[config.mk]
export PLATFORM = sky130hd
export DESIGN_NAME = lsu
export DESIGN_NICKNAME = d
export VERILOG_FILES = /design/src/rtl/lsu.sv
export SDC_FILE = /design/constraint.sdc
export NUM_CORES = 1
export LEC_CHECK = 0
export ABC_AREA = 1
export CAP_MARGIN = 10
export CORE_ASPECT_RATIO = 1.2
export CORE_MARGIN = 10
export CORE_UTILIZATION = 49
export DETAILED_ROUTE_END_ITERATION = 7
export PLACE_DENSITY = 0.87
export SYNTH_ARGS = -nofsm -noshare
export SYNTH_HDL_FRONTEND = slang
export SYNTH_SLANG_ARGS = --single-unit
[constraint.sdc]
create_clock -name clk -period 3.66 [get_ports clk]
set_input_delay 0.549 -clock clk [delete_from_list [all_inputs] [get_ports clk]]
set_output_delay 0.549 -clock clk [all_outputs]
set_load 0.05 [all_outputs]
[src/rtl/lsu.sv]
// lsu: RV32I load/store unit driving a req/gnt/rvalid data-memory port.
// Ports: start/mem_write/funct3/addr/wdata in; busy/done/err/rdata out;
//        mem_req/mem_we/mem_addr/mem_wdata/mem_be to memory;
//        mem_gnt/mem_rvalid/mem_rdata from memory.
module lsu #(
    parameter int WIDTH = 32
) (
    input  logic             clk,
    input  logic             rst_n,
    input  logic             start,
    input  logic             mem_write,
    input  logic [2:0]       funct3,
    input  logic [WIDTH-1:0] addr,
    input  logic [WIDTH-1:0] wdata,
    output logic             busy,
    output logic             done,
    output logic             err,
    output logic [WIDTH-1:0] rdata,
    output logic             mem_req,
    output logic             mem_we,
    output logic [WIDTH-1:0] mem_addr,
    output logic [WIDTH-1:0] mem_wdata,
    output logic [3:0]       mem_be,
    input  logic             mem_gnt,
    input  logic             mem_rvalid,
    input  logic [WIDTH-1:0] mem_rdata
);

    typedef enum logic [1:0] {
        IDLE = 2'd0,
        REQ  = 2'd1,
        WAIT = 2'd2,
        RESP = 2'd3
    } state_t;

    state_t           state;
    state_t           state_n;
    logic             fault;
    logic [3:0]       be_d;
    logic [WIDTH-1:0] wd_d;
    logic [1:0]       off_q;
    logic [2:0]       f3_q;
    logic [WIDTH-1:0] shifted;
    logic [WIDTH-1:0] ld_val;

    // Access decode: enables, lane-replicated data and fault detection.
    always_comb begin
        fault = 1'b0;
        be_d  = 4'b0000;
        wd_d  = wdata;
        case (funct3)
            3'b000: begin
                be_d = 4'b0001 << addr[1:0];
                wd_d = {4{wdata[7:0]}};
            end
            3'b001: begin
                be_d  = 4'b0011 << addr[1:0];
                wd_d  = {2{wdata[15:0]}};
                fault = addr[0];
            end
            3'b010: begin
                be_d  = 4'b1111;
                fault = |addr[1:0];
            end
            3'b100: begin
                be_d  = 4'b0001 << addr[1:0];
                fault = mem_write;
            end
            3'b101: begin
                be_d  = 4'b0011 << addr[1:0];
                fault = mem_write | addr[0];
            end
            default: fault = 1'b1;
        endcase
    end

    // Load extraction from the latched offset; funct3[2] selects unsigned.
    always_comb begin
        shifted = mem_rdata >> {off_q, 3'b000};
        case (f3_q[1:0])
            2'b00:   ld_val = {{24{shifted[7] & ~f3_q[2]}}, shifted[7:0]};
            2'b01:   ld_val = {{16{shifted[15] & ~f3_q[2]}}, shifted[15:0]};
            default: ld_val = mem_rdata;
        endcase
    end

    always_ff @(posedge clk or negedge rst_n) begin
        if (!rst_n) begin
            state <= IDLE;
        end else begin
            state <= state_n;
        end
    end

    always_comb begin
        state_n = state;
        case (state)
            IDLE: if (start) state_n = fault ? RESP : REQ;
            REQ:  if (mem_gnt) state_n = mem_we ? RESP : WAIT;
            WAIT: if (mem_rvalid) state_n = RESP;
            RESP: state_n = IDLE;
            default: state_n = IDLE;
        endcase
    end

    always_comb begin
        busy    = (state != IDLE);
        done    = (state == RESP);
        mem_req = (state == REQ);
    end

    // Request fields stay frozen from issue until the next accepted start.
    always_ff @(posedge clk or negedge rst_n) begin
        if (!rst_n) begin
            err       <= 1'b0;
            rdata     <= '0;
            mem_we    <= 1'b0;
            mem_addr  <= '0;
            mem_wdata <= '0;
            mem_be    <= 4'b0000;
            off_q     <= 2'b00;
            f3_q      <= 3'b000;
        end else begin
            if (state == IDLE && start) begin
                err <= fault;
                if (!fault) begin
                    mem_we    <= mem_write;
                    mem_addr  <= {addr[WIDTH-1:2], 2'b00};
                    mem_wdata <= wd_d;
                    mem_be    <= be_d;
                    off_q     <= addr[1:0];
                    f3_q      <= funct3;
                end
            end
            if (state == RESP) begin
                err <= 1'b0;
            end
            if (state == WAIT && mem_rvalid) begin
                rdata <= ld_val;
            end
        end
    end

endmodule

== After elaboration in Yosys (flattened, before gate mapping) ==
Cells that the tools add are included.
W data, S select, Z words.

* Equality and inequality tests: 11
* Shift-type cells: 3
* Multiplexer cells: 12
* Bitwise operators: 5
* Reduce and logical (&&, ||, !) cells: 12

{| class="wikitable"
|+ Operators by type and width
! kind !! number
|-
| $pmux W32 S2 || 2
|-
| $shr A32 B5 Y16 || 1
|-
| $pmux W4 S3 || 1
|-
| $mux W2 || 4
|-
| $pmux W2 S4 || 1
|-
| $eq A3 B3 Y1 const B || 2
|-
| $reduce_or A2 Y1 || 3
|-
| $pmux W1 S5 || 1
|-
| $eq A2 B1 Y1 const B || 2
|-
| $eq A2 B2 Y1 const B || 2
|-
| $logic_not A2 Y1 || 2
|-
| $ne A2 B2 Y1 const B || 2
|-
| $reduce_bool A2 Y1 || 2
|-
| $shl A1 B2 Y4 const A || 1
|-
| $shl A2 B2 Y4 const A || 1
|-
| $eq A3 B1 Y1 const B || 1
|-
| $eq A3 B2 Y1 const B || 1
|-
| $logic_not A3 Y1 || 1
|-
| $mux W1 || 3
|-
| $reduce_and A3 Y1 || 1
|-
| $and A1 B1 Y1 || 2
|-
| $logic_and A1 B1 Y1 || 2
|-
| $ne A2 B1 Y1 const B || 1
|-
| $not A1 Y1 || 2
|-
| 2 further kinds || 2
|}

* Bits in registers: 107
* Input bits: 105
* Output and inout bits: 105
* Logic and storage cells: 52

== Depth between registers and ports, before layout ==
Gate-level depths: netlist (run 1).

* Depth after elaboration: 5
* Mapped depth: 10
* Depth with buffers taken out: 8

== Worst setup path after synthesis (run 1) ==
Ideal clock, no wire load.

* Path kind: input to register
* Start: input funct3[2]
* End: register mem_addr[11]
* Data arrival time: 1.596 ns
* Data required time: 3.541 ns
* Path slack: 1.944 ns
* Stages: 9
* Buffers on the path: 3
* Path through: buf_2 -> nor3_4 -> nand2_2 -> nand2_2 -> nor2_4 -> buf_6 -> buf_6 -> nand3_2 -> nand2_1

* Cells in the longest elaborated chain, start to end: 4

{| class="wikitable"
|+ RTL lines
! what !! RTL line !! source
|-
| from (decl) || 12 || <nowiki>input logic [2:0] funct3,</nowiki>
|-
| $eq A3 B3 Y1, or another cell as far along || 51 || <nowiki>case (funct3)</nowiki>
|-
| $pmux W1 S5 * || 51 ||
|-
| $not A1 Y1 (no line) * || n/a ||
|-
| $reduce_and A2 Y1 (no line) * || n/a ||
|-
| to (signal assigned) || 128 || <nowiki>mem_addr <= {addr[WIDTH-1:2], 2'b00};</nowiki>
|-
| to (decl) || 21 || <nowiki>output logic [WIDTH-1:0] mem_addr,</nowiki>
|}

Mark *: on every way between the ends. The rest lies on a longest branch, timed or not.
A chain may end at the register's enable or synchronous reset.

== Worst setup path in the final report (run 1) ==
* Start: register state[1]
* End: output busy

* Cells in the longest elaborated chain, start to end: 1

{| class="wikitable"
|+ RTL lines
! what !! RTL line !! source
|-
| from (decl) || 36 || <nowiki>state_t state;</nowiki>
|-
| from (signal assigned) || 91 || <nowiki>state <= state_n;</nowiki>
|-
| $reduce_bool A2 Y1 || 107 || <nowiki>busy = (state != IDLE);</nowiki>
|-
| to (decl) || 15 || <nowiki>output logic busy,</nowiki>
|}

Every way passes these cells.

==> run summary, run 1 <==
Synth unique cells - 29
Fmax - 0.397 GHz
Routed vias - 5641
Root Driver - clkbuf_16
CP Max Fanout - 5
Global-route wire length before repair - 28600 um
Power Density - 1000 mW/mm2
Chip width - 119 um
Total I/O pin count - 210
CP startpoint kind - flop
Fin crit period - 2.52 ns
Routed WL per cell - 16.4 um
Final wirelength - 18000 um
1st-iter DRT viols - 480
Initial antenna violation count - 0
Synth area leaders - dfrtp_1 46%, nand2_1 19%, nand3_1 7.2%
Setup slack after layout - 1.14 ns
Synth Instances - 753
Status - complete, no violations
Worst Path Arrival - 1.97 ns
Switch Pwr - 0.00423 W
Largest net degree at the start of global routing - 75
VDD IR-drop max - 0.573 mV
RSZ-0062 raised after global routing - no
Post-DP HPWL - 13000 um
Clock slew at reported path FFs - 0.07 ns
Crit path capture type - output port
Place WS - 0.955 ns
TritonCTS Sinks - 107
Worst Max-Slew Pin Slew - 0.871 ns
Overall global routing resource usage - 0.209
Resized cells post-CTS - 0
Vias per inst - 5.15
CTS Buf Count - 9
DRC Markers - 0
Worst setup path start - state[1]
Gr ovfl total - 0
P_leak - 4.01 nW
Max Slew Vio Count - 0
Setup repair bufs after CTS - 0
Clock power share - 0.132
Relative max-transition margin - 0.419
Setup_tns - 0 ns
Share of cells above drive strength 1 - 0.0905
Comb power frac - 0.605
DIE AREA - 0.0166 mm2
Worst R2R Path Depth - 8
Sw Share - 0.515
CTS tree - built
Vias in the first global route - 5563
Reg2Reg Setup Slack - 1.22 ns
Post-route ant nets - 0
Internal power - 0.00399 W
Die Y - 139 um
RR Startpoint - off_q[0]
Core ar. - 0.0116 mm2
Seq cells post-synth - 107
Worst R2R End - rdata[18]
Maxcap violations - 0
Syn_area_per_cell - 7.70 um2
Crit path to - busy
Initial core utilization - 0.501
Post-Syn Area - 0.00580 mm2
Final Hold Viols - 0
H-tree levels - 3
Req. time, crit path - 3.11 ns
Skew-Pair Late Insertion Delay - 0.34 ns
CP Class - reg -> out
Final setup violation count - 0
Reg power frac - 0.263
Post-synth top area share - 0.462
Longest Clk Path Bufs - 2
Area grow syn2layout - 41.1%
Clock Skews - 0.00428 ns
Dominant cell type by area after synthesis - dfrtp_1
Final period util - 0.687
HP Class - in -> async
Buffers added on ports - 207
Sequential area share after synthesis - 0.462
Row count - 43
Placer Congestion - 0.899
Pwr Total - 0.00822 W
Drt first pass iters - 5
Hold-fix buffers at CTS - 0
Layout Nets - 1044
Diode count - 0
YS warnings - 0
==> routing by layer <==
metal | vias up | wire length, um | track usage | part of all wire
met4 | 0 | 617 | 0.0967 | 0.034
met2 | 219 | 8890 | 0.343 | 0.49
met3 | 37 | 1400 | 0.0521 | 0.078
li1 | 2747 | - | - | -
met5 | - | 0 | 0 | 0
met1 | 2638 | 7060 | 0.253 | 0.39
==> critical path, stage by stage, from the launching register on <==
cell and delay, ns:
dfrtp_1 0.42, inv_1 0.11, ha_1 0.20, inv_1 0.07
clkdlybuf4s50_1 0.82
==> flip-flops by register name (all words and copies together) (netlist names) <==
| signal | cells |
|---|---|
| off_q | 2 |
| f3_q | 3 |
| err | 1 |
| mem_we | 1 |
| mem_addr | 30 |
| mem_wdata | 32 |
| rdata | 32 |
| mem_be | 4 |
| state | 2 |
==> power by group through the flow <==
stage / clock network (W) / registers [W] / logic [W]
after floorplan: 0 / 0.00398 / 0.00148
final: 0.00108 / 0.00216 / 0.00497
after detailed placement: 0 / 0.00217 / 0.00499
after global routing: 0.00115 / 0.00224 / 0.00529
after global placement: 0 / 0.00216 / 0.00491
after CTS: 0.00110 / 0.00216 / 0.00501
==> cells in the mapped netlist <==
master,n
nand2_1,297
dfrtp_1,107
nand3_1,83
inv_1,54
a21oi_1,53
nand3_2,34
o21ai_0,25
or2_2,16
buf_2,14
buf_6,14
clkbuf_1,12
nor2_1,12
ha_1,5
buf_4,3
inv_2,3
buf_1,2
clkinv_1,2
nand2_2,2
nand4_1,2
nor2_4,2
o211ai_1,2
o21ai_1,2
conb_1,1
nand2_4,1
nor2_2,1
nor3_1,1
nor3_4,1
o21bai_1,1
o22ai_1,1
==> cells in the final DEF, fill, tap and decap left out, types with 5 or more instances in the layout <==
master	Yosys	routed
nand2_1	297	297
clkdlybuf4s50_1	0	206
dfrtp_1	107	107
nand3_1	83	83
inv_1	54	53
a21oi_1	53	53
nand3_2	34	34
o21ai_0	25	25
or2_2	16	16
nor2_1	12	12
clkbuf_16	0	9
buf_4	3	6
ha_1	5	5
==> final cells by class <==
class,count,area [um2]
Clock buffer,11,253
Sequential cell,107,2680
Timing Repair Buffer,214,2150
Inverter,59,221
Clock inverter,5,85.1
Tap cell,157,196
Fill cell,921,3390
Multi-Input combinational cell,543,2600
==> cells by family (layout without fill, tap and decap cells) <==
logic type,Yosys count,after routing,share of synthesized area
other,1,2,0.000647
flip-flops,107,107,0.462
buffers and inverters,104,289,0.0904
AND/OR/NAND/NOR,452,452,0.362
adder cells (fa/ha/maj),5,5,0.0108
AO/OA/AOI/OAI,84,84,0.0740
==> per-stage QoR <==
step                      utilization  hold WS [ns]  instances  instance area (um2)
after floorplan                     -         0.253        754                 5800
after global placement          0.678         0.453       1080                 7840
after detailed placement        0.678         0.457       1080                 7840
after CTS                       0.707         0.279       1096                 8180
after global routing            0.707         0.301       1096                 8180
final                           0.707         0.247       1096                 8180
==> how the worst min path moves through the flow <==
stage	start	endpoint	slack, ns	depth (start not counted)
after floorplan	rst_n	err	0.25	0
after global placement	mem_addr[24]	mem_addr[24]	0.45	2
after detailed placement	mem_wdata[22]	mem_wdata[22]	0.46	2
after CTS	rst_n	mem_wdata[6]	0.28	1
after global routing	rst_n	mem_wdata[6]	0.30	1
final	rst_n	mem_wdata[6]	0.25	1
(Power assumes the default switching activity.)
==> inputs of run 2 (changes only) <==
Settings changed: CORE_UTILIZATION 49 to 45, PLACE_DENSITY 0.87 to 0.81.
Clock period 3.66 ns to 2.5 ns, I/O delays scaled along.
==> run summary, run 2 (same netlist as run 1, synthesis figures left out) <==
Most frequent cells in the layout - 297 x nand2_1, 206 x clkdlybuf4s50_1, 107 x dfrtp_1, 83 x nand3_1 (unchanged)
Switch Pwr - 0.00621 W (was 0.00423 W)
Comb power frac - 0.626 (was 0.605)
Longest Clk Path Bufs - 2 (unchanged)
Cells along the critical path - inv_1 > ha_1 > inv_1 > clkdlybuf4s50_1 (unchanged)
Routed WL per cell - 16.4 um (about the same)
Row count - 45 (was 43)
Reg power frac - 0.262 (was 0.263)
Share of cells above drive strength 1 - 0.100 (was 0.0905)
Die Y - 144 um (was 139 um)
Placed Cells incl. Taps - 1098 (was 1080)
Slowest cell delay on critical path - 0.84 ns (was 0.82 ns)
Routed vias - 5626 (was 5641)
Chip width - 124 um (was 119 um)
Largest net degree at the start of global routing - 75 (unchanged)
Vias in the first global route - 5515 (was 5563)
P_leak - 4.03 nW (was 4.01 nW)
RSZ-0062 raised after global routing - no (unchanged)
Overall global routing resource usage - 0.202 (was 0.209)
Power Density - 1440 mW/mm2 (was 1000 mW/mm2)
Area after DPL - 0.00797 mm2 (was 0.00784 mm2)
Fillers - 1101 (was 921)
Final instance area - 0.00824 mm2 (was 0.00818 mm2)
Max Slew Vio Count - 0 (unchanged)
Drt first pass iters - 5 (unchanged)
DRC Markers - 0 (unchanged)
Post-DP HPWL - 13500 um (was 13000 um)
Clock slew at reported path FFs - 0.07 ns (about the same)
Internal power - 0.00565 W (was 0.00399 W)
Worst Path Arrival - 1.98 ns (was 1.97 ns)
Root Driver - clkbuf_16 (unchanged)
HP Class - in -> async (unchanged)
Diode count - 0 (unchanged)
Sw Share - 0.524 (was 0.515)
CP Class - reg -> out (unchanged)
Req. time, crit path - 2.12 ns (was 3.11 ns)
Commonest non-fill, non-tap cell in the layout - nand2_1 (unchanged)
Post-route ant nets - 0 (unchanged)
Skew-Pair Late Insertion Delay - 0.34 ns (about the same)
Clock power share - 0.112 (was 0.132)
Reg area - 0.00268 mm2 (unchanged)
Total I/O pin count - 210 (unchanged)
CP Max Fanout - 5 (unchanged)
H-tree levels - 3 (unchanged)
CP startpoint kind - flop (unchanged)
CTS Buf Count - 9 (unchanged)
Placer Congestion - 0.863 (was 0.899)
Fmax - 0.425 GHz
Global-route wire length before repair - 28800 um (was 28600 um)
TritonCTS Sinks - 107 (unchanged)
Gr ovfl total - 0 (unchanged)
Slowest stage cell, crit path - clkdlybuf4s50_1 (unchanged)
Vias per inst - 5.05 (was 5.15)
Buffers added on ports - 207 (unchanged)
Initial antenna violation count - 0 (unchanged)
Final Hold Viols - 0 (unchanged)
Clock Skews - 0.00636 ns (was 0.00428 ns)
Final setup violation count - 0 (unchanged)
Final wirelength - 18300 um (was 18000 um)
Resized cells post-CTS - 0 (unchanged)
Area grow syn2layout - 42.1% (was 41.1%)
Setup repair bufs after CTS - 0 (unchanged)
Relative max-transition margin - 0.618 (was 0.419)
Fin crit period - 2.35 ns
Status - complete, no violations (unchanged)
Setup_tns - 0 ns (unchanged)
Min Hold Slack - 0.00728 ns (was 0.247 ns)
Layout Cells excl Fill - 1114 (was 1096)
Worst Max-Slew Pin Slew - 0.571 ns (was 0.871 ns)
CTS tree - built (unchanged)
VDD IR-drop max - 0.839 mV (was 0.573 mV)
Most frequent CP cell - inv_1 (unchanged)
Initial core utilization - 0.458 (was 0.501)
Layout Nets - 1055 (was 1044)
Crit path capture type - output port (unchanged)
Core ar. - 0.0127 mm2 (was 0.0116 mm2)
Multi-input gate area - 0.00260 mm2 (unchanged)
Hold-fix buffers at CTS - 0 (unchanged)
Maxcap violations - 0 (unchanged)
1st-iter DRT viols - 700 (was 480)
Final period util - 0.940
DIE AREA - 0.0178 mm2 (was 0.0166 mm2)
Biggest regs - mem_wdata: 32 flops, rdata: 32 flops, mem_addr: 30 flops (unchanged)
-- run 2: changes by cell type in the layout (fill, tap and decap cells not counted) --
cell / change
buf_4: +8
buf_12: +3
bufinv_16: -2
clkbuf_8: -2
clkinv_2: +2
clkinv_4: -2
clkinvlp_4: +2
clkbuf_1: +1
inv_6: +1
-- run 2: through the flow --
step           total power (W)   util  setup WS, ns
2_1_floorplan          0.00800      -         0.903
3_3_place_gp            0.0105  0.629         0.332
3_5_place_dp            0.0106  0.629         0.290
4_1_cts                 0.0120  0.651         0.133
5_1_grt                 0.0126  0.651        0.0668
6_report                0.0119  0.651         0.149
-- run 2: per-layer routing --
metal / up-vias / track usage / part of all wire
met4: 0 / 0.0731 / 0.019
met1: 2635 / 0.238 / 0.39
met3: 23 / 0.0589 / 0.093
li1: 2772 / - / -
met2: 196 / 0.339 / 0.49
met5: - / 0 / 0
-- run 2: power by group through the flow --
stage	sequential [W]	combinational, W	clock (W)
after global routing	0.00322	0.00793	0.00142
after global placement	0.00310	0.00740	0
after CTS	0.00311	0.00750	0.00136
final	0.00310	0.00742	0.00133
after floorplan	0.00583	0.00216	0
after detailed placement	0.00312	0.00747	0
-- run 2: worst paths after layout --
kind | startpoint | to | slack (ns) | depth (start not counted)
worst max register to register | off_q[0] | rdata[19] | 0.76 | 8
max in group asynchronous | rst_n | rdata[19] | 1.85 | 2
worst min register to register | mem_wdata[6] | mem_wdata[6] | 0.47 | 2
worst max-delay path | state[1] | busy | 0.15 | 4
min in group clk | mem_wdata[6] | mem_wdata[6] | 0.47 | 2
worst min-delay path | rst_n | mem_wdata[14] | 0.007 | 1
-- run 2: final cells by class --
| cell class | instances | share of cell area |
|---|---|---|
| Clock buffer | 10 | 0.0278 |
| Tap cell | 164 | 0.0249 |
| Clock inverter | 6 | 0.00501 |
| Timing Repair Buffer | 225 | 0.275 |
| Inverter | 59 | 0.0269 |
| Sequential cell | 107 | 0.325 |
| Multi-Input combinational cell | 543 | 0.316 |
-- run 2: worst max-delay path, delay by kind of cell, from the launching register on --
kind	cells	cell delay, ns
buffers and inverters	3	1.01
adders and majority gates	1	0.20
DFF	1	0.42
